## src/rtl/rf_dump_reader.sv

```systemverilog
// rtl/rf_dump_reader.sv - register-file debug dump engine with valid/ready output
//
// Walks the register addresses START_ADDR..END_ADDR (inclusive, upward, wrapping
// modulo 2**AWL) through one asynchronous register-file read port. Each word is
// streamed out over a valid/ready handshake. HALT_REQ freezes the pipeline and
// suppresses register-file writes for the whole dump.
//
// Ports:
//   CLK, RST           clock; asynchronous active-high reset
//   START, ABORT       begin a dump (IDLE only); cancel an active dump (READ/SEND)
//   START_ADDR         first register, sampled on an accepted START
//   END_ADDR           last register (inclusive), sampled on an accepted START
//   RA / RD            register-file read address / combinational read data
//   DVALID/DREADY      output word handshake
//   DOUT / DADDR       captured register value and its address
//   BUSY               dump in progress (READ, SEND, FINISH)
//   HALT_REQ           registered pipeline freeze request
//   DONE               one-cycle pulse on normal completion
module rf_dump_reader #(
  parameter int AWL = 5,
  parameter int DWL = 32
) (
  input  logic           CLK,
  input  logic           RST,
  input  logic           START,
  input  logic           ABORT,
  input  logic [AWL-1:0] START_ADDR,
  input  logic [AWL-1:0] END_ADDR,
  output logic [AWL-1:0] RA,
  input  logic [DWL-1:0] RD,
  output logic           DVALID,
  input  logic           DREADY,
  output logic [DWL-1:0] DOUT,
  output logic [AWL-1:0] DADDR,
  output logic           BUSY,
  output logic           HALT_REQ,
  output logic           DONE
);

  localparam logic [1:0] S_IDLE   = 2'd0;
  localparam logic [1:0] S_READ   = 2'd1;
  localparam logic [1:0] S_SEND   = 2'd2;
  localparam logic [1:0] S_FINISH = 2'd3;

  logic [1:0]     state;
  logic [AWL-1:0] cur;
  logic [AWL-1:0] last;

  // The read address is the walk pointer itself: it is loaded on START and
  // advanced on each handshake, so it is already stable for the READ cycle.
  assign RA   = cur;
  assign BUSY = (state != S_IDLE);
  assign DONE = (state == S_FINISH);

  always_ff @(posedge CLK or posedge RST) begin
    if (RST) begin
      state    <= S_IDLE;
      cur      <= '0;
      last     <= '0;
      DOUT     <= '0;
      DADDR    <= '0;
      DVALID   <= 1'b0;
      HALT_REQ <= 1'b0;
    end else begin
      case (state)
        S_IDLE: begin
          // START wins over a simultaneous ABORT here; ABORT is meaningless in IDLE.
          if (START) begin
            cur      <= START_ADDR;
            last     <= END_ADDR;
            HALT_REQ <= 1'b1;
            state    <= S_READ;
          end
        end
        S_READ: begin
          if (ABORT) begin
            HALT_REQ <= 1'b0;
            state    <= S_IDLE;
          end else begin
            DOUT   <= RD;
            DADDR  <= cur;
            DVALID <= 1'b1;
            state  <= S_SEND;
          end
        end
        S_SEND: begin
          // ABORT takes priority over a handshake in the same cycle; the word is dropped.
          if (ABORT) begin
            DVALID   <= 1'b0;
            HALT_REQ <= 1'b0;
            state    <= S_IDLE;
          end else if (DREADY) begin
            DVALID <= 1'b0;
            if (cur == last) begin
              state <= S_FINISH;
            end else begin
              cur   <= cur + 1'b1;
              state <= S_READ;
            end
          end
        end
        default: begin
          // FINISH: DONE is decoded from the state; HALT_REQ covers this cycle too.
          HALT_REQ <= 1'b0;
          state    <= S_IDLE;
        end
      endcase
    end
  end

endmodule

```

## config.mk

```make
export PLATFORM = sky130hd
export DESIGN_NAME = rf_dump_reader
export DESIGN_NICKNAME = d
export VERILOG_FILES = /design/src/rtl/rf_dump_reader.sv
export SDC_FILE = /design/constraint.sdc
export NUM_CORES = 1
export LEC_CHECK = 0
export CAP_MARGIN = 10
export CORE_ASPECT_RATIO = 1.2
export CORE_MARGIN = 3
export CORE_UTILIZATION = 45
export CTS_CLUSTER_DIAMETER = 60
export DETAILED_ROUTE_END_ITERATION = 8
export GPL_ROUTABILITY_DRIVEN = 0
export PLACE_DENSITY = 0.95
export SETUP_SLACK_MARGIN = 0.15
export SYNTH_ARGS = -nofsm -noshare
export SYNTH_HDL_FRONTEND = slang
export SYNTH_SLANG_ARGS = --single-unit
```

## constraint.sdc

```tcl
create_clock -name CLK -period 2.7 [get_ports CLK]
set_input_delay 0.54 -clock CLK [delete_from_list [all_inputs] [get_ports CLK]]
set_output_delay 0.54 -clock CLK [all_outputs]
set_load 0.1 [all_outputs]
```

---- Word-level counts from Yosys, hierarchy flattened ----
Cells that the tools add are included.
W data, S select, Z words.
storage, ports and cells
  bits in registers ....................... 51
  word-level logic and storage cells ...... 49
  output and inout bits ................... 46
  bits of input ports ..................... 47
operators by class
  bitwise logic cells ..................... 1
  muxes and demuxes ....................... 18
  add/sub/neg operators ................... 1
  reductions and logical operators ........ 11
  eq/ne operators ......................... 11
operators by type and width
  operator               number
  $mux W5                4
  $mux W2                5
  $ne A2 B2 Y1 const B   5
  $pmux W5 S2            1
  $reduce_and A2 Y1      4
  $pmux W2 S3            1
  $reduce_bool A2 Y1     3
  $add A5 B1 Y5 const B  1
  $eq A5 B5 Y1           1
  $mux W1                5
  $reduce_and A5 Y1      1
  $eq A2 B2 Y1 const B   2
  $pmux W1 S2            2
  $ne A3 B3 Y1 const B   1
  $reduce_and A3 Y1      1
  $eq A2 B1 Y1 const B   1
  $logic_not A2 Y1       1
  $ne A2 B1 Y1 const B   1
  $reduce_or A2 Y1       1
  $not A1 Y1             1

---- Logic depth before layout (Yosys ltp) ----
  depth after elaboration ................. 5
  gate-level depth with buffers ........... 7
  mapped depth without buffers ............ 7

---- Worst setup path before layout ----
No wires, ideal clock.
  path kind ............................... reg2reg
  start ................................... reg state[0]
  end ..................................... reg state[0]
  arrival time ............................ 1875 ps
  required time ........................... 2572 ps
  clock period less this slack ............ 2003 ps
  buffers on the path ..................... 0
  stages on the path, launching flop included .. 6
  path slack .............................. 697 ps
  cell sequence ........................... dfrtp_1 > inv_1 > ha_1 > inv_1 > o22ai_1 > mux2_1
between the ends
  longest elaborated chain between the ends .. 3
  elaborated cells on any way between the ends .. 7
RTL lines
  what                                                           RTL line  text
  start, declared                                                45        logic [1:0] state;
  start signal, assigned                                         57        state <= S_IDLE;
  start signal, assigned                                         72        state <= S_READ;
  start signal, assigned                                         78        state <= S_IDLE;
  $eq A2 B2 Y1 / $logic_not A2 Y1 (equally long branches)        65        case (state)
  $ne A3 B3 Y1 (no line) / $ne A2 B2 Y1 (equally long branches)  --
  $reduce_and A2 Y1 (no line)                                    --
Several ways; a longest one is shown, not always the timed one.
A chain may end at the register's enable or synchronous reset.

---- Worst setup path after layout ----
  start ................................... reg state[1]
  end ..................................... out BUSY
between the ends
  longest elaborated chain between the ends .. 1
RTL lines
  what                RTL line  text
  $reduce_bool A2 Y1  52        assign BUSY = (state != S_IDLE);
  end, declared       35        output logic BUSY,
Every way passes these cells.

==> metrics.md <==
| Metric | Value |
|---|---|
| Postcts setup bufs | 0 |
| I/O pins | 93 |
| Pin count of the biggest net entering global routing | 25 |
| CTS resizes | 0 |
| Core Region | ~4700 um^2 |
| CTS tree | done |
| Slew headroom | 71.7% |
| Crit path max fanout | 4 |
| Unique cell type count in the Yosys netlist | 30 |
| Run status | complete, no violations |
| Routed vias/inst | 5.13 |
| Post-Syn Instances | 163 |
| Syn_nets | about 220 |
| ANT cells | 0 |
| Post-Syn Area per Cell | 13.5 um^2 |
| P&R area growth vs syn | 44.6% |
| Worst-margin pin slew | ~0.42 ns |
| Fin crit period | 1.98 ns |
| Final #Nets | 312 |
| Clk root buf | clkbuf_8 |
| Clock skew | 0.00539 ns |
| Global-route wire length before repair | 8020 um |
| Initial antenna violation count | 0 |
| Fmax | a little over 500 MHz |
| TNS Setup | 0 ns |
| Critical Path RT | 2.16 ns |
| Initial Utilization | a little under half |
| Final ANT Viol Nets | 0 |
| Synth warn | 0 |
| Seq/Total Area, Yosys | 58.2% |
| Full die area | roughly 5800 um^2 |
| Hold Crit Start | DADDR[4]$_DFFE_PP0N_ |
| Final Setup Violations | 0 |
| Num CTS Buffers | 5 |
| Yosys reg bits | 51 |
| WHS Path Cells | 2 |
| Worst r2r src | state[0]$_DFFE_PP0P_ |
| Post-route DRC | 0 |
| Most common cell after layout, fill and taps aside | dfrtp_1 |
| TritonRoute pass-1 iters | 4 |
| Hold Path End | DADDR[4]$_DFFE_PP0N_ |
| Most frequent cells in the layout | 51 x dfrtp_1, 48 x buf_4, 46 x clkdlybuf4s50_1, 42 x mux2_1, 13 x nand2_1 |
| Period utilization | 73.4% |
| Max_cap viols | 0 |
| Share of cells above drive strength 1 | 24.1% |
| Fill count | around 360 |
| Clock Latency Late Sink | 0.29 ns |
| H-Tree Level Count | 2 |
| Area taken by multi-input logic gates | between 800 and 900 um^2 |
| Synthesized area | ~2200 um^2 |
| Initial DRC count | just under 100 |
| R2r endpoint | RA[4]$_DFFE_PP0P_ |
| Hold crit path type | reg2reg |
| RSZ-0062 raised after global routing | no |
| CTS clk-pin slew, worst paths | ~0.090 ns |
| Row cnt | 27 |
| Setup crit start kind | register |
| Crit end category | primary output |
| Via count | 1636 |
| Die width | 69.7 um |
| R2R depth | 7 |
| WL/cell | between 15 and 20 um |
| Max-slew violations | 0 |
| CTS Sinks | 51 |
| Crit path DAT | around 1.4 ns |
| Port-buffer cells | 92 |
| Sequential cell area | 1280 um^2 |
| Fin. Hold Viols | 0 |
| Post-CTS Hold Buffers | 0 |
| Post-DP HPWL | 3900 um |
| R2R setup slack | 0.84 ns |
| GRT Util Overall | between 10% and 20% |
| Max clock buf depth | 2 |
| Wirelength, routed | 4940 um |
| Grt ovf | 0 |
| Die height | 82.5 um |
| Vias in the first global route | 1670 |
| Setup CP Type | reg2out |
## worst max path at each step
stage / from / end / cells past startpoint
after global routing: state[0]$_DFFE_PP0P_ / BUSY / 4
after global placement: ABORT / DOUT[1]$_DFFE_PP0N_ / 5
after detailed placement: ABORT / DADDR[3]$_DFFE_PP0N_ / 5
after CTS: state[0]$_DFFE_PP0P_ / BUSY / 4
final: state[1]$_DFFE_PP0P_ / BUSY / 4
after floorplan: state[0]$_DFFE_PP0P_ / state[0]$_DFFE_PP0P_ / 5
## worst max-delay path: stages (launching register included)
cell and delay [ns]:
dfrtp_1 0.41, inv_1 0.08, ha_1 0.22, inv_1 0.13, buf_4 0.31
## final cells by class
| cell class | instances | area share [%] |
|---|---|---|
| timing repair buffer | 95 | 26.5 |
| clock inverter | 2 | 0.395 |
| multi-input combinational | 99 | 27.3 |
| tap | 58 | 2.29 |
| inverter | 8 | 0.947 |
| clock buffer | 6 | 2.29 |
| sequential | 51 | 40.3 |
## cells in the mapped netlist (all sizes together)
master	instances	area, um^2
a211oi	1	7.51
a21oi	6	33.8
and2	1	6.26
buf	4	20.0
clkbuf	1	3.75
dfrtp	51	1280
ha	5	62.6
inv	8	30.0
mux2	42	473
nand2	14	52.6
nand2b	2	12.5
nand3	2	15.0
nor2	2	7.51
nor3	1	5.00
nor4	1	6.26
o211ai	3	22.5
o21a	1	8.76
o21ai	3	18.8
o22ai	1	6.26
o311a	1	10.0
o311ai	1	8.76
o31a	1	8.76
o31ai	1	7.51
o32ai	3	26.3
o41a	1	11.3
xnor2	6	52.6
## logic make-up after synthesis
family,Yosys count,synth area share [%]
muxes,42,21.6
DFF,51,58.2
xor gates and xnor gates,6,2.40
and+or+nand+nor,23,4.79
buffers and inverters,13,2.45
AOI/OAI and AO/OA,23,7.76
adders and majority gates,5,2.85
## per-layer routing
layer  track usage (%)  wire length (um)  up-vias
met1              21.4              2040      790
met3              3.75               327        2
met5                 0                 0        -
met4              5.17                29        0
li1                  -                 -      770
met2              33.0              2550       74
## stage by stage
stage	instance area (um^2)	std cells	worst slack [ns]	util [%]	hold slack (ns)
CTS	3170	319	0.700	68.0	0.497
global placement	3090	311	0.605	66.2	0.472
global route	3170	319	0.609	68.0	0.511
floorplan	2190	163	0.697	-	0.480
finish	3170	319	0.717	68.0	0.489
detailed placement	3090	311	0.540	66.2	0.477
## sequential cells by signal (all words and copies together) (netlist names)
| signal | flops |
|---|---|
| DOUT | 32 |
| DADDR | 5 |
| RA | 5 |
| last | 5 |
| state | 2 |
| DVALID | 1 |
| HALT_REQ | 1 |
Power is not shown: default switching activity piles up to over one toggle a cycle in this logic, so the estimate is an artifact.
